File: src/rtl/sel_rr_n_1.sv
// N:1 channel selector with manual or round-robin grant
// feeding a one-entry registered output stage.
module sel_rr_n_1 #(
    parameter int WIDTH = 8,
    parameter int CH    = 4,
    localparam int SELW = $clog2(CH)
) (
    input  logic                CLK,
    input  logic                RST_N,
    input  logic                MODE,
    input  logic [SELW-1:0]     SEL,
    input  logic [CH*WIDTH-1:0] IN_DATA,
    input  logic [CH-1:0]       IN_VALID,
    output logic [CH-1:0]       IN_READY,
    output logic [WIDTH-1:0]    OUT_DATA,
    output logic [SELW-1:0]     OUT_CH,
    output logic                OUT_VALID,
    input  logic                OUT_READY
);

    logic [WIDTH-1:0] data_q;
    logic [SELW-1:0]  ch_q;
    logic             valid_q;
    logic [SELW-1:0]  ptr_q;

    logic             ld;
    logic             gnt_vld;
    logic [SELW-1:0]  gnt;
    logic [SELW-1:0]  idx;

    assign ld = !valid_q || OUT_READY;

    // Round-robin search starts at ptr_q; index wraps since CH is 2^SELW.
    always_comb begin
        gnt_vld = 1'b0;
        gnt     = '0;
        idx     = '0;
        if (!MODE) begin
            gnt     = SEL;
            gnt_vld = IN_VALID[SEL];
        end else begin
            for (int k = 0; k < CH; k++) begin
                idx = ptr_q + SELW'(k);
                if (!gnt_vld && IN_VALID[idx]) begin
                    gnt     = idx;
                    gnt_vld = 1'b1;
                end
            end
        end
    end

    always_comb begin
        IN_READY = '0;
        if (RST_N && ld && gnt_vld) begin
            IN_READY[gnt] = 1'b1;
        end
    end

    always_ff @(posedge CLK or negedge RST_N) begin
        if (!RST_N) begin
            data_q  <= '0;
            ch_q    <= '0;
            valid_q <= 1'b0;
            ptr_q   <= '0;
        end else if (ld) begin
            if (gnt_vld) begin
                data_q  <= IN_DATA[gnt*WIDTH +: WIDTH];
                ch_q    <= gnt;
                valid_q <= 1'b1;
                if (MODE) begin
                    ptr_q <= gnt + SELW'(1);
                end
            end else begin
                valid_q <= 1'b0;
            end
        end
    end

    assign OUT_DATA  = data_q;
    assign OUT_CH    = ch_q;
    assign OUT_VALID = valid_q;

endmodule

File: config.mk
export PLATFORM = sky130hd
export DESIGN_NAME = sel_rr_n_1
export DESIGN_NICKNAME = d
export VERILOG_FILES = /design/src/rtl/sel_rr_n_1.sv
export SDC_FILE = /design/constraint.sdc
export NUM_CORES = 1
export LEC_CHECK = 0
export CORE_MARGIN = 3
export CORE_UTILIZATION = 35
export CTS_CLUSTER_SIZE = 24
export DETAILED_ROUTE_END_ITERATION = 16
export PLACE_DENSITY = 0.73
export SLEW_MARGIN = 20
export SYNTH_ARGS = -nofsm -noshare
export SYNTH_HDL_FRONTEND = slang
export SYNTH_SLANG_ARGS = --single-unit
File: constraint.sdc
create_clock -name CLK -period 2.15 [get_ports CLK]
set_input_delay 0.43 -clock CLK [delete_from_list [all_inputs] [get_ports CLK]]
set_output_delay 0.43 -clock CLK [all_outputs]
set_load 0.01 [all_outputs]
==> results.yml, run 1 <==
status:
  outcome: "finished, violations left"
  failed_checks: "negative setup slack"
global_route:
  antenna_violations_before_repair: 0
  gr-usage-met3: 0.0398
  grt_first_pass_wirelength_microns: 5530
  number_of_global_route_vias_before_repair: 1223
  gr-usage-all-layers: 0.195
  overflow: 0
  grt_use_met1: 0.225
  grt-busiest-layer: "met2"
  gr_layer_usage_met2: 0.351
  grt_max_degree: 11
timing:
  totalNegativeSetupSlack_ns: -0.678
  timing_max_transition_violations_final: 0
  rsz0062_at_grt: "true"
  final_period_minus_worst_setup_slack_ns: 2.34
  final_min_period_over_clock_period: 1.09
  timing.clock.skew_ns: 0.00452
  finalSetupViolations: 4
  holdWs_ns: 0.495
  setup_ws_ns: -0.193
  slew_headroom: 0.731
  tightest_slew_ns: 0.403
  fmaxAchievable_mhz: 427
  report.final.hold_viol_count: 0
min_path:
  timing.hold.worst.class: "flip-flop to flip-flop"
finish:
  fin_cells: 229
  final_layout_size_suffix_gt1_frac: 0.354
  layout.cells.most_common: "clkdlybuf4s50_1"
  fill_cells: 248
  finish.net_count: 241
  diodes: 0
  areaGrowthSynthToFinish_pct: 77.7
  final_cell_mix: "clkdlybuf4s50_1 (45), buf_4 (32), dfrtp_1 (13), nor2_1 (12), buf_2 (10)"
clocking:
  ctsHoldBuffers: 0
  tritoncts.num_buffers: 3
  cts.reportedPaths.clkPinSlew_ns: 0.08
  cts_root_buf: "clkbuf_4"
  clock_latency_ns: 0.27
  cts-htree-levels: 1
  tritoncts_num_sinks: 13
  ctsLongestPathBuffers: 2
  cts_tree: "built"
synthesis:
  post_synth_num_cell_types: 34
  synth_area_per_cell_sq_um: 9.58
  synth_seq_area_share: 0.301
  post-synth-top-area-cell: "dfrtp_1"
  synth_top_cells_by_area: "dfrtp_1 (30%), mux2i_1 (8.3%), a311oi_1 (7.3%), a2111oi_0 (6.5%), a211oi_1 (5.5%)"
  syn_nets: 155
  synthCells: 113
  number_of_flip_flops_and_latches_in_the_synthesized_netlist: 13
  yosys_warnings: 0
  post-synth-top-area-fraction: 0.301
  netlist_area_sq_mm: 0.00108
worst_setup_path:
  worstSetupPathType: "flip-flop to output pin"
  cp_max_fo: 3
  critical_path_arrival_ns: 1.91
  worstPathCellList: "or4bb_1, a21oi_2, a311o_2, nand3_2, nor2b_1, buf_2"
  critical-path-slowest-cell: "or4bb_1"
  worst_setup_path_end_kind: "output pin"
  timing.critical_path.required_ns: 1.72
  peak_per_stage_delay_on_the_critical_path_ns: 0.54
  worstSetupStartpointType: "flip-flop"
routing:
  routed-via-count: 1247
  drc: 0
  dr.first_iter.drc_count: 49
  routed_wire_length_per_instance_microns: 15.6
  drtPass1Iterations: 4
  routed_wirelength_microns: 3560
  vias_per_cell: 5.45
  route.antenna.remaining_nets: 0
die:
  floorplan.initialDensity: 0.379
  die_h_microns: 61.6
  io_pins: 57
  core-area_sq_mm: 0.00285
  row_count: 19
  die_area_sq_mm: 0.00380
  fp.dieW_microns: 61.6
place:
  place.port_buffers: 56
  dp_hpwl_microns: 2820
  dpl.cell_count: 221
  place_worst_setup_slack_ns: -0.940
  rd_place_congestion: 0.799
flow_run:
  max_cap_viol_count: 0
power_and_ir_drop:
  worst_ir_drop_vdd_mv: 0.321
  leakage_nw: 0.811
  design_power_total_mw: 1.35
  power-per-cell-area_mw_per_mm2: 702
[stage by stage]
stage | instance area [sq um] | utilization
finish | 1920 | 0.674
global route | 1920 | 0.674
CTS | 1850 | 0.647
detailed placement | 1810 | 0.633
global placement | 1810 | 0.633
floorplan | 1080 | -
[repair_timing]
action | in CTS | in global routing
buffers inserted | 3 | 1
gates resized for setup | 52 | 16
pin swaps | 11 | 8
endpoints found under the setup margin | 14 | 11
[critical path, delay by kind of cell (launching register included)]
family | cells | cell delay (ns)
buffers and inverters | 1 | 0.13
AOI/OAI and AO/OA | 2 | 0.33
DFF | 1 | 0.42
and+or+nand+nor | 3 | 0.76
[worst paths after layout]
path                                    end  slack (ns)       from  cells past startpoint
worst max register to register  OUT_DATA[5]        0.09   ptr_q[1]                      7
worst min register to register    OUT_CH[0]        0.50  OUT_CH[0]                      2
min in group asynchronous         OUT_VALID        0.60      RST_N                      2
max in group asynchronous       OUT_DATA[7]        1.35      RST_N                      2
worst min-delay path              OUT_CH[0]        0.50  OUT_CH[0]                      2
worst max-delay path            IN_READY[1]       -0.19   ptr_q[0]                      6
[flip-flops by register name, indices dropped and copies added (netlist names)]
register / count
OUT_DATA: 8
OUT_VALID: 1
ptr_q: 2
OUT_CH: 2
[cells in the mapped netlist]
cell type	instances
nand2b_1	3
and2b_2	1
and3_1	1
buf_6	2
or3b_1	1
and2_2	1
mux2i_1	9
or4bb_1	1
nand3b_1	1
a21bo_2	1
o311ai_0	1
xnor2_1	1
mux4_2	1
nand2_1	4
a311o_2	1
or2_0	1
clkbuf_8	4
or2_2	1
inv_1	8
nor2b_1	3
a21o_1	2
buf_4	2
nor2_1	14
mux2_2	2
a211oi_1	8
a31o_4	1
dfrtp_1	13
nand4bb_1	1
a2111oi_0	8
a311oi_1	9
nand3_1	4
or3_1	1
o31a_1	1
a21oi_1	1
[final cells by class]
class	count	area (sq um)	area share
Timing Repair Buffer	89	761	0.396
Multi-Input combinational cell	84	742	0.386
Sequential cell	13	325	0.169
Tap cell	31	38.8	0.0202
Inverter	8	30.0	0.0156
Clock buffer	4	26.3	0.0137
[routing by layer]
layer | vias to the layer above | part of all wire | wire length [microns]
met4 | 0 | 0.017 | 61
met3 | 8 | 0.073 | 261
met1 | 583 | 0.40 | 1440
li1 | 604 | - | -
met2 | 52 | 0.50 | 1800
met5 | - | 0 | 0
[cell families after synthesis]
group	Yosys count	share of synthesized area
DFF	13	0.301
and+or+nand+nor	38	0.190
xor gates and xnor gates	1	0.00809
buffers and inverters	16	0.113
muxes	12	0.125
AOI/OAI and AO/OA	33	0.264
[where the power goes]
group | internal (mW) | total [mW] | switching (mW)
Clock | 0.0717 | 0.151 | 0.0795
Combinational | 0.464 | 0.814 | 0.350
Sequential | 0.328 | 0.385 | 0.0575
Total | 0.863 | 1.35 | 0.487
(Power assumes the default switching activity.)
==> run 2: changes to the inputs <==
--- a/config.mk
+++ b/config.mk
@@ -5,8 +5,10 @@
 export SDC_FILE = /design/constraint.sdc
 export NUM_CORES = 1
 export LEC_CHECK = 0
+export CELL_PAD_IN_SITES_DETAIL_PLACEMENT = 0
+export CELL_PAD_IN_SITES_GLOBAL_PLACEMENT = 1
 export CORE_MARGIN = 3
-export CORE_UTILIZATION = 35
+export CORE_UTILIZATION = 25
 export CTS_CLUSTER_SIZE = 24
 export DETAILED_ROUTE_END_ITERATION = 16
 export PLACE_DENSITY = 0.73
==> results.yml, run 2 (synthesis results as in run 1) <==
finish:
  final_cell_area_sq_mm: 0.00198
  final_cell_mix: "clkdlybuf4s50_1 (45), buf_4 (29), nor2_1 (14), dfrtp_1 (12)"
  area.sequential_sq_um: 327
  final_layout_size_suffix_gt1_frac: 0.352
  areaGrowthSynthToFinish_pct: 83.2
  layout.cells.most_common: "clkdlybuf4s50_1"
  finish.utilization: 0.485
  largest_reg_flops: 8
  finish.net_count: 239
  diodes: 0
  fill_cells: 393
  multi_input_comb_area_sq_um: 753
  fin_cells: 246
routing:
  dr.first_iter.drc_count: 66
  routed-via-count: 1221
  drc: 0
  routed_wire_length_per_instance_microns: 14.6
  routed_wirelength_microns: 3600
  drtPass1Iterations: 4
  route.antenna.remaining_nets: 0
  vias_per_cell: 4.96
clocking:
  cts-htree-levels: 1
  tritoncts_num_sinks: 13
  ctsLongestPathBuffers: 2
  tritoncts.num_buffers: 3
  clock_latency_ns: 0.24
  cts_root_buf: "clkbuf_8"
  cts.reportedPaths.clkPinSlew_ns: 0.06
  cts_tree: "built"
worst_setup_path:
  worstSetupPathType: "flip-flop to output pin"
  worstReg2RegEnd: "OUT_DATA[4]"
  crit_path_start: "ptr_q[0]"
  cpLargestDelayFamily: "simple AND/OR/NAND/NOR gates"
  worstPathCellList: "or4bb_1, a21oi_2, a311o_2, nand3_2, nor2b_1, buf_2"
  worst_setup_path_end_kind: "output pin"
  r2r_cells: 8
  r2r_setup_slack_ns: 0.07
  timing.critical_path.required_ns: 1.72
  worst-path-buf-inv: 1
  critical-path-slowest-cell: "or4bb_1"
  cp_max_fo: 3
  peak_per_stage_delay_on_the_critical_path_ns: 0.49
  worstSetupStartpointType: "flip-flop"
  origin_of_the_critical_flop_to_flop_path: "ptr_q[1]"
  critical_path_arrival_ns: 1.80
place:
  dpl.cell_count: 234
  placed_cell_area_sq_mm: 0.00180
  rd_place_congestion: 0.808
  place_worst_setup_slack_ns: -0.928
  place.port_buffers: 56
  dp_hpwl_microns: 2840
timing:
  report.final.hold_viol_count: 0
  slew_headroom: 0.692
  fmaxAchievable_mhz: 448
  timing.clock.skew_ns: 0.00293
  final_min_period_over_clock_period: 1.04
  tightest_slew_ns: 0.459
  finalSetupViolations: 4
  timing_max_transition_violations_final: 0
  holdWs_ns: 0.475
  setup_ws_ns: -0.0815
  rsz0062_at_grt: "true"
  final_period_minus_worst_setup_slack_ns: 2.23
  totalNegativeSetupSlack_ns: -0.241
die:
  die_area_sq_mm: 0.00515
  row_count: 23
  core-area_sq_mm: 0.00409
  io_pins: 57
  die_h_microns: 71.8
  fp.dieW_microns: 71.8
  floorplan.initialDensity: 0.265
min_path:
  worst_hold_startpoint: "OUT_CH[0]"
  timing.hold.worst.class: "flip-flop to flip-flop"
  end_point_of_the_worst_hold_path: "OUT_CH[0]"
  worstHoldPathCells: 2
status:
  outcome: "finished, violations left"
  failed_checks: "negative setup slack"
flow_run:
  max_cap_viol_count: 0
global_route:
  overflow: 0
  number_of_global_route_vias_before_repair: 1198
  grt_first_pass_wirelength_microns: 5610
  gr-usage-all-layers: 0.138
  antenna_violations_before_repair: 0
  grt_max_degree: 15
power_and_ir_drop:
  power-per-cell-area_mw_per_mm2: 720
  leakage_nw: 0.820
  design_power_total_mw: 1.43
  worst_ir_drop_vdd_mv: 0.331
==> run 2: cell types whose count changed in the layout (fill, tap and decap cells not counted), sizes merged <==
cell,change
buf,-2
clkbuf,-1
clkinv,+1
==> run 2: layer usage <==
metal,wire [microns],part of all wire,global-route usage
met1,1590,0.44,0.178
met3,226,0.063,0.0309
met5,0,0,0
met4,67,0.019,0.0564
met2,1720,0.48,0.221
==> run 2: final cells by class <==
cell class / count / share of cell area
Clock inverter: 1 / 0.00252
Clock buffer: 3 / 0.0208
Sequential cell: 13 / 0.165
Multi-Input combinational cell: 84 / 0.380
Inverter: 8 / 0.0151
Tap cell: 50 / 0.0315
Timing Repair Buffer: 87 / 0.385
==> run 2: worst max path at each step <==
stage	endpoint	slack [ns]	depth (start not counted)
after CTS	IN_READY[1]	-0.08	6
final	IN_READY[1]	-0.08	6
after floorplan	IN_READY[1]	0.03	6
after global routing	IN_READY[1]	-0.20	6
after global placement	IN_READY[1]	-0.89	7
after detailed placement	IN_READY[1]	-0.93	7
==> run 2: repair_timing <==
action | 4_1_cts | 5_1_grt
hold buffers | 0 | 0
gates resized for setup | 58 | 14
buffers inserted | 8 | 0
setup endpoints to repair | 15 | 11
pin swaps | 9 | 5
==> run 2: report_power, final <==
part           switching (mW)  total (mW)  internal (mW)  leakage, nW
Sequential             0.0540       0.385          0.331        0.145
Clock                  0.0925       0.220          0.128       0.0255
Combinational           0.356       0.823          0.467        0.650
==> run 2: tightest hold or removal path, delay by kind of cell, from the launching register on <==
kind | cells | cell delay, ns
simple gates | 2 | 0.10
flops | 1 | 0.34
==> run 3: changes to the inputs <==
--- a/config.mk
+++ b/config.mk
@@ -8,10 +8,10 @@
 export CELL_PAD_IN_SITES_DETAIL_PLACEMENT = 0
 export CELL_PAD_IN_SITES_GLOBAL_PLACEMENT = 1
 export CORE_MARGIN = 3
-export CORE_UTILIZATION = 25
+export CORE_UTILIZATION = 28
 export CTS_CLUSTER_SIZE = 24
 export DETAILED_ROUTE_END_ITERATION = 16
-export PLACE_DENSITY = 0.73
+export PLACE_DENSITY = 0.78
 export SLEW_MARGIN = 20
 export SYNTH_ARGS = -nofsm -noshare
 export SYNTH_HDL_FRONTEND = slang
==> constraint.sdc (replaced) <==
create_clock -name CLK -period 2.4 [get_ports CLK]
set_input_delay 0.48 -clock CLK [delete_from_list [all_inputs] [get_ports CLK]]
set_output_delay 0.48 -clock CLK [all_outputs]
set_load 0.01 [all_outputs]
==> results.yml, run 3 (synthesis results as in run 1) <==
worst_setup_path:
  r2r_cells: 8
  worstSetupPathType: "primary input to output pin"
  critical_path_arrival_ns: 1.85
  crit_path_start: "MODE"
  r2r_setup_slack_ns: 0.15
  timing.critical_path.required_ns: 1.92
  cp_max_fo: 3
  worstReg2RegEnd: "OUT_DATA[0]"
  worst_setup_path_end_kind: "output pin"
  worstSetupStartpointType: "primary input"
  origin_of_the_critical_flop_to_flop_path: "ptr_q[1]"
routing:
  drc: 0
  dr.first_iter.drc_count: 51
  drtPass1Iterations: 4
  routed-via-count: 1243
  routed_wire_length_per_instance_microns: 15.1
  vias_per_cell: 5.14
  route.antenna.remaining_nets: 0
  routed_wirelength_microns: 3660
place:
  place.port_buffers: 56
  dpl.cell_count: 233
  placed_cell_area_sq_mm: 0.00182
  dp_hpwl_microns: 2940
  rd_place_congestion: 0.833
die:
  die_area_sq_mm: 0.00465
  fp.dieW_microns: 68.2
  floorplan.initialDensity: 0.307
  core-area_sq_mm: 0.00352
  row_count: 21
  die_h_microns: 68.2
  io_pins: 57
global_route:
  grt_max_degree: 13
  number_of_global_route_vias_before_repair: 1167
  gr-usage-all-layers: 0.153
  antenna_violations_before_repair: 0
  grt_first_pass_wirelength_microns: 5420
  overflow: 0
finish:
  fin_cells: 242
  areaGrowthSynthToFinish_pct: 79.3
  final_cell_area_sq_mm: 0.00194
  diodes: 0
  layout.cells.most_common: "clkdlybuf4s50_1"
  largest_reg_flops: 8
  final_cell_mix: "clkdlybuf4s50_1 (45), buf_4 (29), nor2_1 (14), dfrtp_1 (13), mux2i_1 (9)"
  finish.net_count: 239
  final_layout_size_suffix_gt1_frac: 0.311
min_path:
  worst_hold_startpoint: "OUT_CH[1]"
  timing.hold.worst.class: "flip-flop to flip-flop"
  end_point_of_the_worst_hold_path: "OUT_CH[1]"
  worstHoldPathCells: 1
clocking:
  ctsLongestPathBuffers: 2
  cts_root_buf: "clkbuf_8"
  tritoncts.num_buffers: 3
  cts_tree: "built"
  cts-htree-levels: 1
  tritoncts_num_sinks: 13
  clock_latency_ns: 0.24
  cts.reportedPaths.clkPinSlew_ns: 0.06
timing:
  timing.clock.skew_ns: 0.00104
  tightest_slew_ns: 0.490
  final_period_minus_worst_setup_slack_ns: 2.33
  final_min_period_over_clock_period: 0.970
  fmaxAchievable_mhz: 429
  timing_max_transition_violations_final: 0
  report.final.hold_viol_count: 0
  slew_headroom: 0.665
  finalSetupViolations: 0
  rsz0062_at_grt: "true"
power_and_ir_drop:
  worst_ir_drop_vdd_mv: 0.230
  leakage_nw: 0.814
  power-per-cell-area_mw_per_mm2: 654
  design_power_total_mw: 1.27
flow_run:
  max_cap_viol_count: 0
status:
  outcome: "finished clean"
==> run 3: area by class of cell <==
cell class | count | area [sq um]
Clock buffer | 4 | 45.0
Fill cell | 330 | 1580
Inverter | 8 | 30.0
Multi-Input combinational cell | 84 | 719
Sequential cell | 13 | 325
Tap cell | 46 | 57.6
Timing Repair Buffer | 87 | 763
==> run 3: where the power goes <==
part	internal (mW)	switching, mW
Clock	0.117	0.0801
Combinational	0.422	0.309
Sequential	0.295	0.0453
Total	0.834	0.435
==> run 3: critical path, stage by stage <==
cell and delay (ns):
clkdlybuf4s15_1 0.18, or3b_4 0.39, or3_4 0.34, and3_4 0.20
nand3_4 0.08, nor2_1 0.04, buf_2 0.13
==> run 3: per-layer routing <==
layer  part of all wire  GRT usage  vias up
met5                  0          0        -
met4             0.0074     0.0372        0
met3              0.084     0.0378        2
met2               0.49      0.245       47
met1               0.42      0.205      590
li1                   -          -      604
==> run 3: metrics by stage <==
stage                     setup TNS (ns)  hold WS [ns]  setup slack, ns  utilization
after detailed placement           -6.18         0.473           -0.801        0.516
after CTS                       -0.00155         0.486         -0.00155        0.536
after global routing            -0.00974         0.493         -0.00974        0.551
after floorplan                        0         0.184            0.182            -
final                                  0         0.479           0.0712        0.551
after global placement             -5.47         0.461           -0.746        0.516
==> run 3: repair_timing <==
item | in CTS | in global routing
endpoints found under the setup margin | 13 | 4
hold endpoints to repair | 0 | 0
setup buffers | 1 | 4
resized for setup | 40 | 14
pin swaps | 5 | 6
hold buffers | 0 | 0
==> run 3: worst max path at each step <==
| stage | end | cells past startpoint |
|---|---|---|
| 6_report | IN_READY[0] | 7 |
| 5_1_grt | IN_READY[1] | 6 |
| 4_1_cts | IN_READY[1] | 7 |
| 3_5_place_dp | IN_READY[1] | 7 |
| 3_3_place_gp | IN_READY[1] | 7 |
| 2_1_floorplan | IN_READY[1] | 6 |
